===== src/rtl/wb_arbiter.sv =====
// rtl/wb_arbiter.sv - three-way write-back arbiter feeding a single register-bank write port
// Define WB_RR_EN for round-robin ALU->LSU->FPU; default build is fixed priority LSU > FPU > ALU.
module wb_arbiter #(
  parameter int DATA_W = 32
) (
  input  logic              clk,
  input  logic              rst,
  input  logic              alu_wb_valid,
  input  logic [4:0]        alu_wb_rd,
  input  logic [DATA_W-1:0] alu_wb_data,
  output logic              alu_wb_ready,
  input  logic              lsu_wb_valid,
  input  logic [4:0]        lsu_wb_rd,
  input  logic [DATA_W-1:0] lsu_wb_data,
  output logic              lsu_wb_ready,
  input  logic              fpu_wb_valid,
  input  logic [4:0]        fpu_wb_rd,
  input  logic [DATA_W-1:0] fpu_wb_data,
  output logic              fpu_wb_ready,
  output logic              wb_signal,
  output logic [4:0]        wb_rd,
  output logic [DATA_W-1:0] wb_data,
  output logic [15:0]       conflict_cnt
);

  localparam logic [1:0] SEL_ALU = 2'd0;
  localparam logic [1:0] SEL_LSU = 2'd1;
  localparam logic [1:0] SEL_FPU = 2'd2;

  logic [2:0]        req;
  logic [2:0]        grant;
  logic              accept;
  logic              multi_req;
  logic [4:0]        sel_rd;
  logic [DATA_W-1:0] sel_data;

  assign req = {fpu_wb_valid, lsu_wb_valid, alu_wb_valid};

`ifdef WB_RR_EN
  logic [1:0] ptr_q;
  logic [1:0] ptr_d;

  // Search starts at the pointer and wraps ALU -> LSU -> FPU -> ALU.
  always_comb begin
    grant = 3'b000;
    case (ptr_q)
      SEL_LSU: begin
        if      (req[1]) grant = 3'b010;
        else if (req[2]) grant = 3'b100;
        else if (req[0]) grant = 3'b001;
      end
      SEL_FPU: begin
        if      (req[2]) grant = 3'b100;
        else if (req[0]) grant = 3'b001;
        else if (req[1]) grant = 3'b010;
      end
      default: begin
        if      (req[0]) grant = 3'b001;
        else if (req[1]) grant = 3'b010;
        else if (req[2]) grant = 3'b100;
      end
    endcase
  end

  always_comb begin
    ptr_d = ptr_q;
    if (grant[0])      ptr_d = SEL_LSU;
    else if (grant[1]) ptr_d = SEL_FPU;
    else if (grant[2]) ptr_d = SEL_ALU;
  end

  always_ff @(posedge clk or posedge rst) begin
    if (rst) ptr_q <= SEL_ALU;
    else     ptr_q <= ptr_d;
  end
`else
  always_comb begin
    grant = 3'b000;
    if      (req[1]) grant = 3'b010;
    else if (req[2]) grant = 3'b100;
    else if (req[0]) grant = 3'b001;
  end
`endif

  // Readies are forced low while reset is held, even though they are combinational.
  assign alu_wb_ready = grant[0] & ~rst;
  assign lsu_wb_ready = grant[1] & ~rst;
  assign fpu_wb_ready = grant[2] & ~rst;
  assign accept       = |grant;

  assign multi_req = (req[0] & req[1]) | (req[0] & req[2]) | (req[1] & req[2]);

  always_comb begin
    sel_rd   = alu_wb_rd;
    sel_data = alu_wb_data;
    if (grant[1]) begin
      sel_rd   = lsu_wb_rd;
      sel_data = lsu_wb_data;
    end else if (grant[2]) begin
      sel_rd   = fpu_wb_rd;
      sel_data = fpu_wb_data;
    end
  end

  // Writes to x0 are accepted but never reach the register bank.
  always_ff @(posedge clk or posedge rst) begin
    if (rst) begin
      wb_signal <= 1'b0;
      wb_rd     <= 5'd0;
      wb_data   <= '0;
    end else begin
      wb_signal <= accept && (sel_rd != 5'd0);
      if (accept) begin
        wb_rd   <= sel_rd;
        wb_data <= sel_data;
      end
    end
  end

  always_ff @(posedge clk or posedge rst) begin
    if (rst) begin
      conflict_cnt <= 16'd0;
    end else if (multi_req && conflict_cnt != 16'hFFFF) begin
      conflict_cnt <= conflict_cnt + 16'd1;
    end
  end

endmodule


===== config.mk =====
export PLATFORM = sky130hd
export DESIGN_NAME = wb_arbiter
export DESIGN_NICKNAME = d
export VERILOG_FILES = /design/src/rtl/wb_arbiter.sv
export SDC_FILE = /design/constraint.sdc
export NUM_CORES = 1
export LEC_CHECK = 0
export CAP_MARGIN = 20
export CELL_PAD_IN_SITES_DETAIL_PLACEMENT = 1
export CELL_PAD_IN_SITES_GLOBAL_PLACEMENT = 1
export CORE_ASPECT_RATIO = 1.5
export CORE_MARGIN = 2
export CORE_UTILIZATION = 26
export CTS_BUF_LIST = sky130_fd_sc_hd__clkbuf_16
export DETAILED_ROUTE_END_ITERATION = 10
export PLACE_DENSITY = 0.9
export SYNTH_ARGS = -nofsm -noshare
export SYNTH_HDL_FRONTEND = slang
export SYNTH_SLANG_ARGS = --single-unit

===== constraint.sdc =====
create_clock -name clk -period 2.6 [get_ports clk]
set_input_delay 0.52 -clock clk [delete_from_list [all_inputs] [get_ports clk]]
set_output_delay 0.52 -clock clk [all_outputs]
set_load 0.005 [all_outputs]

==> run summary, run 1 <==
The critical path contains buffers and inverters numbering 2 combined. Buffers placed on the I/O ports in this run total 172. The cell family contributing the most delay on the critical path is buffers and inverters.

The number of hold-slack violations in the final timing report is 0. The initial utilization of the core area, before any placement, comes to 0.264. The share of total power dissipated in the clock network is 0.259. The clock period minus worst slack came out at approximately 2.5 ns. The maximum fanout encountered on the critical timing path is 3.

In the post-synthesis netlist, the biggest area contributors are dfrtp_1 (47%), a21oi_1 (18%), o22ai_1 (6.9%), inv_1 (4.7%), xor2_1 (3.3%). The number of max-cap violations is 0. The area growth from synthesis to layout is 70.1%.

The post-synthesis area per instance came out at roughly 8.6 um2. The share of synthesized registers carrying an async set or reset came out at 1.00. The clock reaches the later pin of the worst-skew pair after a little under 0.3 ns.

The initial antenna violation count is 0. The cell depth of the worst flop-to-flop path is 5. The flip-flop and latch count after synthesis came out at 54. The total global routing overflow came out at 0. Summed over all instances, the cell type with the most area after synthesis is dfrtp_1. The placer's final routability congestion estimate is 0.825. In this run, post-CTS repair resized a total of 0 instances. The ratio of routed vias to standard cells came out at between 4 and 5. The utilization after layout came out at 0.449. Setup violations remaining at the end of the flow were counted as 0. The multi-input logic area is 1290 um2. The number of cells on the critical path is 3. Setup repair after global routing left no endpoint under its margin. The worst path arrival time is a little under 2 ns. The overall die area is between 10000 and 15000 um2. The wire length after detailed routing is between 10000 and 15000 um. The post-CTS setup buffer count came out at 0. The floorplan step set the die width to 90.0 um. For this run, the slowest stage of the critical path takes around 0.56 ns.

The average detailed-routed wire length per instance came out at between 15 and 20 um. Dividing the final minimum period by the clock period gives 0.958. Entering global routing, the biggest net connects 57 pins.

Counting the fill cells in the layout gives about 1300. The part of the total power dissipated in combinational logic is 0.313. The classification of the worst-slack hold path is flop to flop. The placeable core region is 10900 um2. STA classifies the critical path startpoint as a primary input.

The number of antenna diodes in the final layout is 0. Cell internal power was estimated by the tool at roughly 1800 uW. The end of the worst register-to-register path is conflict_cnt[1].

The worst clock skew on the final layout came out at 0.00481 ns. In this run the static leakage power is about 0.0021 uW. The net count of the finished layout is 619. The number of detailed-route iterations in the first pass is 4. At the pin with the least slew margin, the transition time is between 0.7 and 0.8 ns. Leaving out fill and tap cells, the most frequent cells in the layout are clkdlybuf4s50_1 (171), a21oi_1 (101), dfrtp_1 (54). The depth of the CTS H-tree came out at 2.

Summing every instance area after synthesis gives roughly 2900 um2. The fraction of power spent switching nets is 0.290. The HPWL after detailed placement came out at a little under 9000 um. Synthesis produced a netlist with a net count of roughly 450. In the post-route analysis, the smallest setup slack over all paths is 0.109 ns. The number of max-slew violations in the final report is 0. The maximum vdd drop came out at approximately 0.26 mV. The number of library cell types mapped by synthesis came out at 31. The most common library cell in the layout ignoring fill and taps is clkdlybuf4s50_1. The first global-routing pass estimated approximately 18000 um of wire. The worst hold path begins at wb_rd[3]. By instance count, the cell type seen most on the critical path is clkdlybuf4s50_1. The power share of the sequential group came out at 0.428. On the critical path, the stage with the largest delay is an instance of clkdlybuf4s50_1. The worst setup path is captured at an output pin. Row generation in the floorplan step produced 47 rows.

The maximum clock frequency is between 0.4 and 0.5 GHz. By startpoint and endpoint, the worst setup path is classified as primary input to output pin. The power density relative to cell area came out at ~500 nW/um2. For this block, the initial DRC count from the detailed router was just over 60. In the final layout, the share of cells above drive strength 1 is 0.0577. The top-area cell type share of the netlist area is 0.469. The number of top-level pins came out at 173. Among all flip-flop cells after synthesis, the most frequent one is dfrtp_1.

The via count of the first global-routing pass was around 3500. For this run, design rule violations remaining after detail routing come to 0. Across every metal layer, demand over resource in global routing totals 0.190. The number of cells produced by synthesis is 335. For flop-to-flop paths, the worst setup slack is 0.85 ns. The pre-CTS setup slack is about 0.10 ns. The final antenna-violating net count is 0. TritonCTS built the clock tree. The worst slack on hold paths is 0.472 ns. The number of enable-type register cells in the synthesized netlist came out at 0. The vertical extent of the die is 133 um. The clock-pin slew on the worst setup and hold paths is 0.07 ns.

The total CTS buffers is 5. The root buffer cell is clkbuf_16. The total number of vias is 3240. The critical path goes through clkdlybuf4s50_1, nor4b_1, clkdlybuf4s50_1. The number of clock sinks came out at 54. The register area came out at between 1000 and 1500 um2. The clock tree buffer depth is 2.

The sequential cell area fraction in the yosys report came out at 0.469. The run finished with clean final reports. The source of the worst register-to-register timing path is conflict_cnt[1].

Along the worst hold path, the cell count comes to 2. The power spent charging and discharging nets is 729 uW. For hold timing, the worst endpoint is wb_rd[3]. The number of buffers inserted for hold repair after clock tree synthesis is 0.

The yosys synthesis warning count came out at 0. The worst slew margin relative to its limit is 0.510. The required time at the endpoint of the critical path came out at between 2 and 2.5 ns. The total negative slack came out at 0 ns.
[power groups by stage]
stage               logic, uW  clock network (uW)  registers (uW)
detailed placement        796                   0            1090
global route              856                 701            1090
floorplan                 282                   0            1080
finish                    787                 650            1070
global placement          758                   0            1080
CTS                       801                 677            1080
[synth_stat cells, types with 2 or more instances]
library cell,instances
nand4_2,2
dfrtp_1,54
a211oi_1,2
nand3_1,4
and3_1,2
nand2_1,17
nor4_1,4
xor2_1,11
clkbuf_1,13
o22ai_1,32
a21oi_1,101
inv_1,36
o21ai_0,5
mux2i_1,5
nand4_1,5
nor2_1,9
nor3_1,9
buf_2,10
xnor2_1,2
[logic make-up after synthesis]
family,count (synthesis),synth area share
AOI/OAI and AO/OA,141,0.262
xor gates and xnor gates,13,0.0395
adders and majority gates,2,0.00911
buffers and inverters,60,0.0837
DFF,54,0.469
muxes,7,0.0265
and+or+nand+nor,58,0.111
[state kept, by name, summed over array words and instances, names as in the netlist]
| register | count |
|---|---|
| conflict_cnt | 16 |
| wb_rd | 5 |
| wb_data | 32 |
| wb_signal | 1 |
[metal layers]
layer	global-route usage	vias to the layer above	share of wire
met5	0	-	0
li1	-	1524	-
met4	0.0795	0	0.034
met3	0.0416	27	0.055
met1	0.194	1564	0.37
met2	0.367	125	0.55
[per-stage QoR]
stage	cells	total power [uW]	instance area (um2)
final	650	2510	4910
after detailed placement	642	1890	4770
after CTS	650	2560	4910
after floorplan	335	1360	2880
after global routing	650	2650	4910
after global placement	642	1840	4770
[worst max path at each step]
stage | start | endpoint | slack [ns]
detailed placement | lsu_wb_valid | alu_wb_ready | 0.10
finish | lsu_wb_valid | alu_wb_ready | 0.11
global route | lsu_wb_valid | alu_wb_ready | 0.04
floorplan | rst | fpu_wb_ready | 0.12
global placement | lsu_wb_valid | alu_wb_ready | 0.1
CTS | lsu_wb_valid | alu_wb_ready | 0.10
[worst reg2reg max path: cells and delay by family (launching register included)]
family	cells	cell delay, ns
adder cells (fa/ha/maj)	1	0.30
multiplexers	1	0.30
AND/OR/NAND/NOR	3	0.60
flip-flops	1	0.44
[area by class of cell]
class / count / area share
inverters: 36 / 0.0275
clock buffers: 5 / 0.0255
well taps: 147 / 0.0375
clock inverters: 3 / 0.00255
flip-flops and latches: 54 / 0.275
repair buffers: 184 / 0.368
multi-input cells: 221 / 0.263
Power figures use the tool's default switching activity.
==> run 2: changes to the inputs <==
--- a/config.mk
+++ b/config.mk
@@ -13,7 +13,9 @@
 export CORE_UTILIZATION = 26
 export CTS_BUF_LIST = sky130_fd_sc_hd__clkbuf_16
 export DETAILED_ROUTE_END_ITERATION = 10
+export MAX_ROUTING_LAYER = met4
 export PLACE_DENSITY = 0.9
+export SLEW_MARGIN = 15
 export SYNTH_ARGS = -nofsm -noshare
 export SYNTH_HDL_FRONTEND = slang
 export SYNTH_SLANG_ARGS = --single-unit
==> run 2 against run 1 <==
  * Non-clock buffer count stayed put
  * Register-to-register slack hardly changed
  * Power hardly changed
  * Final cell count stayed put
  * Wire length hardly changed
  * First-iteration DRC count stayed put
  * Sequential share of layout area stayed put
  * Sequential power hardly changed
==> run summary, run 2 (synthesized netlist as in run 1, its figures left out) <==
Leaving out fill and tap cells, the most frequent cells in the layout are clkdlybuf4s50_1 (171), a21oi_1 (101), dfrtp_1 (54). The peak per-stage delay on the critical path came out at 0.56 ns (about the same). The number of clock sinks was 54 (unchanged). The largest registers in the layout are wb_data: 32 flops, conflict_cnt: 16 flops, wb_rd: 5 flops. The most used cell along the critical path is clkdlybuf4s50_1. The worst slew margin relative to its limit is 0.514 (+0.00409). The ratio of routed vias to standard cells came out at 4.98 (about the same). The worst setup path is launched from a primary input.

The number of cell rows is 47 (unchanged). The number of max-cap violations came out at 0 (unchanged). The pre-CTS setup slack came out at 0.104 ns (unchanged).

The number of max-slew violations in the final report is 0 (unchanged). The number of hold-slack violations in the final timing report is 0 (unchanged). The critical path is of the primary input to output pin type.

The final antenna-violating net count came to 0 (unchanged). The clock insertion delay at the later pin of the skew report is 0.29 ns (about the same). The fraction of layout cells with a size suffix above 1 is 0.0577 (unchanged). The number of top-level pins is 173 (unchanged). The DRC violation count after routing was 0 (unchanged). The library cell used most frequently in the layout, excluding fill and tap cells, is clkdlybuf4s50_1. The clock tree buffer depth came out at 2 (unchanged). The start point of the critical path is lsu_wb_valid.

The vertical extent of the die is 133 um (unchanged). The signed area change from the synthesized netlist to the final layout is 70.1% (unchanged). The critical path goes through clkdlybuf4s50_1, nor4b_1, clkdlybuf4s50_1. The number of buffers inserted for hold repair after clock tree synthesis is 0 (unchanged).

The slack of the critical path was 0.105 ns (-0.00334 ns). The worst hold path begins at wb_rd[3]. Setup repair after global routing left no endpoint under its margin.

The total CTS buffers is 5 (unchanged). The violation count after the first detailed-route iteration came out at 61 (unchanged). The overall die area came to 12000 um2 (unchanged). The maximum vdd drop came out at 0.260 mV (about the same).

Counting flops per register, the top entry is wb_data. In this run the critical register-to-register path is launched from conflict_cnt[1]. The via count of the first global-routing pass was 3538 (+0.085%). The required time at the endpoint of the critical path is 2.08 ns (about the same). The total negative slack is 0 ns (unchanged).

The number of port buffers is 172 (unchanged). The count of instances resized after the clock tree is built was 0 (unchanged). The flow ran to the end, and the final reports show no timing, DRC or antenna violations. The total leakage power came out at 0.00209 uW (unchanged). The placer's final routability congestion estimate is 0.841 (+1.9%). The number of failing setup endpoints in the final timing report was 0 (unchanged).

The period utilization is 0.959 (+0.00128). The slowest stage of the critical path is the clkdlybuf4s50_1 cell. The effective utilization at floorplan came to 0.264 (unchanged). The horizontal extent of the die came out at 90.0 um (unchanged). The HPWL after detailed placement came out at 8840 um (unchanged). The total routing resource utilization after global routing came to 0.195 (+0.00563). The placeable core region is 10900 um2 (unchanged). The worst path arrival time is 1.97 ns (about the same). The worst setup path is captured at an output pin. The maximum fanout encountered on the critical timing path came out at 3 (unchanged). The total global routing overflow came out at 0 (unchanged).

The transition time at the pin with the least slew margin came out at 0.729 ns (-0.00614 ns). The worst clock skew on the final layout was 0.00486 ns (+0.0000552 ns). The post-layout net count came out at 619 (unchanged).

The maximum clock frequency is 0.401 GHz (-0.13%). The initial antenna violation count is 0 (unchanged). The global-route wire length before repair came out at 18200 um (about the same). The clock period minus worst slack is 2.49 ns (+0.00334 ns). The power density relative to cell area came out at 512 nW/um2 (about the same). The total inserted antenna cells is 0 (unchanged). The pin count of the biggest net entering global routing is 57 (unchanged).

The clock-pin slew on the worst setup and hold paths is 0.07 ns (about the same). The total number of vias is 3239 (-0.031%). The root buffer cell is clkbuf_16.

The average detailed-routed wire length per instance was 17.5 um (about the same). The number of detailed-route iterations in the first pass is 4 (unchanged). The number of flip-flops in the largest register came to 32 (unchanged). The depth of the CTS H-tree came out at 2 (unchanged). The min-delay analysis places its worst path in the category flop to flop. The post-CTS setup buffer count is 0 (unchanged). The wire length after detailed routing is 11400 um (about the same).

TritonCTS built the clock tree.
-- run 2: critical path: cells and delay by family --
kind / cells / cell delay, ns
and+or+nand+nor: 1 / 0.36
buffers and inverters: 2 / 1.09
-- run 2: per-stage QoR --
| step | instance area, um2 | hold WS [ns] | instances | power (uW) | utilization |
|---|---|---|---|---|---|
| CTS | 4910 | 0.478 | 650 | 2560 | 0.449 |
| floorplan | 2880 | 0.463 | 335 | 1360 | - |
| global placement | 4770 | 0.459 | 642 | 1840 | 0.436 |
| finish | 4910 | 0.472 | 650 | 2510 | 0.449 |
| detailed placement | 4770 | 0.463 | 642 | 1890 | 0.436 |
| global route | 4910 | 0.518 | 650 | 2650 | 0.449 |
-- run 2: metal layers --
| layer | vias to the layer above | GRT usage | part of all wire |
|---|---|---|---|
| li1 | 1521 | - | - |
| met5 | - | - | 0 |
| met4 | 0 | 0.0795 | 0.032 |
| met2 | 125 | 0.368 | 0.55 |
| met3 | 29 | 0.0399 | 0.052 |
| met1 | 1564 | 0.194 | 0.37 |
-- run 2: final cells by class --
cell class                 count  area, um2
tap                          147        184
fill                        1281       6030
sequential                    54       1350
multi-input combinational    221       1290
inverter                      36        135
timing repair buffer         184       1810
clock inverter                 3       12.5
clock buffer                   5        125
-- run 2: where the power goes --
group,switching [uW],internal (uW)
clock,300,350
sequential,123,952
combinational,305,481
total,728,1780
-- run 2: worst paths after layout --
| path | to | slack [ns] | cells past startpoint |
|---|---|---|---|
| worst max-delay path | alu_wb_ready | 0.11 | 3 |
| worst max register to register | conflict_cnt[1] | 0.86 | 5 |
| max in group asynchronous | wb_data[11] | 1.23 | 3 |
| worst min register to register | wb_rd[3] | 0.47 | 2 |
| min in group asynchronous | wb_data[25] | 0.87 | 3 |
| worst min-delay path | wb_rd[3] | 0.47 | 2 |
==> run 3: changes to the inputs <==
--- a/config.mk
+++ b/config.mk
@@ -9,13 +9,13 @@
 export CELL_PAD_IN_SITES_DETAIL_PLACEMENT = 1
 export CELL_PAD_IN_SITES_GLOBAL_PLACEMENT = 1
 export CORE_ASPECT_RATIO = 1.5
-export CORE_MARGIN = 2
+export CORE_MARGIN = 3
 export CORE_UTILIZATION = 26
 export CTS_BUF_LIST = sky130_fd_sc_hd__clkbuf_16
 export DETAILED_ROUTE_END_ITERATION = 10
 export MAX_ROUTING_LAYER = met4
 export PLACE_DENSITY = 0.9
-export SLEW_MARGIN = 15
+export SLEW_MARGIN = 40
 export SYNTH_ARGS = -nofsm -noshare
 export SYNTH_HDL_FRONTEND = slang
 export SYNTH_SLANG_ARGS = --single-unit
==> run 3 against run 2 <==
  * Utilization grew 1.2 points
  * Setup slack gained 0.00070 ns
  * Final cell count shrank 0.62%
  * Clock power grew 16%
  * Wire length grew 0.52%
  * Critical path depth is the same
  * Combinational power is essentially flat
  * Non-clock buffer count shrank 1
  * Sequential share of layout area shrank 0.13 points
  * Count of clock-buffer cells in the layout is the same
==> run summary, run 3 (synthesized netlist as in run 1, its figures left out) <==
The number of max-cap violations came out at 0 (unchanged). The total leakage power came out at 0.00210 uW (+0.26%). The internal reg-to-reg setup slack came out at 0.82 ns (-0.04 ns). The number of buffers inserted for hold repair after clock tree synthesis is 0 (unchanged). The clock insertion delay at the later pin of the skew report came out at 0.29 ns (about the same).

The cell-internal power is 1880 uW (+5.6%). The maximum clock frequency came to 0.401 GHz (about the same). The total negative slack came to 0 ns (unchanged).

The violation count after the first detailed-route iteration is 73 (+20%). Leaving out fill and tap cells, the most frequent cells in the layout are clkdlybuf4s50_1 (171), a21oi_1 (101), dfrtp_1 (54). The pre-CTS setup slack came out at 0.0292 ns (-0.0753 ns). The DRC violation count after routing is 0 (unchanged).

The post-layout net count is 618 (-0.16%). The number of flip-flops in the largest register is 32 (unchanged). The area growth from synthesis to layout is 70.9%. The final antenna-violating net count is 0 (unchanged). The wire length after detailed routing is 11500 um (+0.52%). The number of cell rows is 46 (-2.1%).

The number of hold-slack violations in the final timing report is 0 (unchanged). The total number of vias is 3181 (-1.8%). The number of max-slew violations in the final report is 0 (unchanged). The cell area after placement is 4760 um2 (-0.24%). The total global routing overflow is 0 (unchanged).

The worst slew margin relative to its limit is 0.525 (+0.0111). The pin count of the biggest net entering global routing is 55 (-3.5%). The power density relative to cell area came to 529 nW/um2 (+3.4%). The period utilization is 0.959 (about the same). The category of the critical setup timing path is primary input to output pin.

STA classifies the critical path endpoint as an output pin. The depth of the CTS H-tree was 2 (unchanged). The clock period minus worst slack is 2.49 ns (-0.000699 ns). The clock-pin slew on the worst setup and hold paths is 0.07 ns (about the same).

The number of top-level pins is 173 (unchanged). The endpoint identified for the worst register-to-register timing path is conflict_cnt[1]. The ratio of routed vias to standard cells is 4.92 (-1.2%).

The power share of the clock group is 0.288 (+0.029). The transition time at the pin with the least slew margin is 0.712 ns (-0.0166 ns). The worst path arrival time came out at 1.97 ns (about the same).

The horizontal extent of the die came out at 92.0 um (+2.2%). The total routing resource utilization after global routing came to 0.186 (-0.00915). The placer's final routability congestion estimate came out at 0.813 (-3.3%).

The total CTS buffers came out at 5 (unchanged). The cell total after placement is 638 (-0.62%). The register with the highest flop count is wb_data. The tightest min-delay check is of the flop to flop type. The number of detailed-route iterations in the first pass came out at 4 (unchanged).

The HPWL after detailed placement is 8930 um (+1.1%). The initial antenna violation count is 0 (unchanged). The power share of the sequential group is 0.412 (-0.016).

The total inserted antenna cells is 0 (unchanged). The placeable core region came out at 10700 um2 (-2.1%). The worst register-to-register path begins at conflict_cnt[1]. The worst clock skew on the final layout is 0.00677 ns (+0.00191 ns).

The fraction of layout cells with a size suffix above 1 is 0.0598 (+0.00211). The number of failing setup endpoints in the final timing report is 0 (unchanged). The cell depth of the worst flop-to-flop path is 5 (unchanged). The summed area of non-filler cells in the final layout is 4930 um2 (+0.48%). The number of clock sinks was 54 (unchanged). TritonCTS built the clock tree. For hold timing, the worst endpoint is wb_rd[2]. The maximum fanout encountered on the critical timing path is 9 (+6). The root buffer cell is clkbuf_16. The startpoint identified for the worst hold timing path is wb_rd[2]. The power spent charging and discharging nets is 725 uW (-0.38%). The via count of the first global-routing pass was 3473 (-1.8%). The worst slack on hold paths was 0.470 ns (-0.00285 ns).

The average detailed-routed wire length per instance came out at 17.7 um (+1.1%). STA classifies the critical path startpoint as a primary input. The required time at the endpoint of the critical path is 2.08 ns (about the same).

The overall die area is 12400 um2 (+3.8%). The part of the total power dissipated in combinational logic came out at 0.300 (-0.013). The effective utilization at floorplan came out at 0.269 (+0.00573). The number of cells in the finished layout apart from fillers came out at 646 (-0.62%). In the final layout, the registers with the most flip-flops are wb_data: 32 flops, conflict_cnt: 16 flops, wb_rd: 5 flops. The maximum vdd drop came out at 0.256 mV (-1.5%). The global-route wire length before repair came out at 17800 um (-2.1%). The clock tree buffer depth is 2 (unchanged). The fraction of power spent switching nets is 0.278 (-0.0119).

The number of port buffers came out at 172 (unchanged). The library cell used most frequently in the layout, excluding fill and tap cells, is clkdlybuf4s50_1. Setup repair after global routing left no endpoint under its margin. The slack of the critical path is 0.106 ns (+0.000699 ns). The flow ran to the end, and the final reports show no timing, DRC or antenna violations. The cell depth of the worst min-delay path came out at 2 (unchanged).

The vertical extent of the die came to 135 um (+1.5%).
[run 3: changes by cell type in the layout (fill, tap and decap cells not counted)]
cell        previous run  this run
clkinv_2               1         0
nor4b_2                0         1
bufinv_16              0         1
nor4b_1                1         0
buf_4                 12        11
clkinvlp_4             0         1
clkinv_1               1         0
[run 3: through the flow]
stage	power (uW)	utilization
after detailed placement	1890	0.444
after CTS	2650	0.460
after global placement	1840	0.444
final	2610	0.460
after floorplan	1360	-
after global routing	2770	0.460
[run 3: worst max path at each step]
stage | from | end | depth (start not counted)
after floorplan | rst | fpu_wb_ready | 2
after global placement | lsu_wb_valid | alu_wb_ready | 3
after detailed placement | lsu_wb_valid | alu_wb_ready | 3
after CTS | lsu_wb_valid | alu_wb_ready | 3
after global routing | lsu_wb_valid | fpu_wb_ready | 4
final | lsu_wb_valid | alu_wb_ready | 3
[run 3: layer usage]
metal | global-route usage | share of wire
met4 | 0.0612 | 0.023
met3 | 0.0435 | 0.059
met1 | 0.188 | 0.37
met5 | - | 0
met2 | 0.349 | 0.55
[run 3: power by group through the flow]
stage | logic [uW] | clock network, uW | registers (uW)
after floorplan | 282 | 0 | 1080
after global placement | 757 | 0 | 1080
after detailed placement | 793 | 0 | 1090
after CTS | 795 | 784 | 1080
after global routing | 856 | 815 | 1100
final | 783 | 750 | 1080
[run 3: final cells by class]
type | count | area, um2
fill | 1258 | 5780
timing repair buffer | 183 | 1800
sequential | 54 | 1350
multi-input combinational | 221 | 1300
tap | 144 | 180
inverter | 36 | 135
clock buffer | 5 | 125
clock inverter | 3 | 41.3
[run 3: timing repair]
action,4_1_cts,5_1_grt
setup buffers,0,0
setup endpoints to repair,0,1
resized for setup,0,1
[run 3: worst max-delay path: stages]
cell	delay [ns]
clkdlybuf4s50_1	0.56
nor4b_2	0.34
clkdlybuf4s50_1	0.55
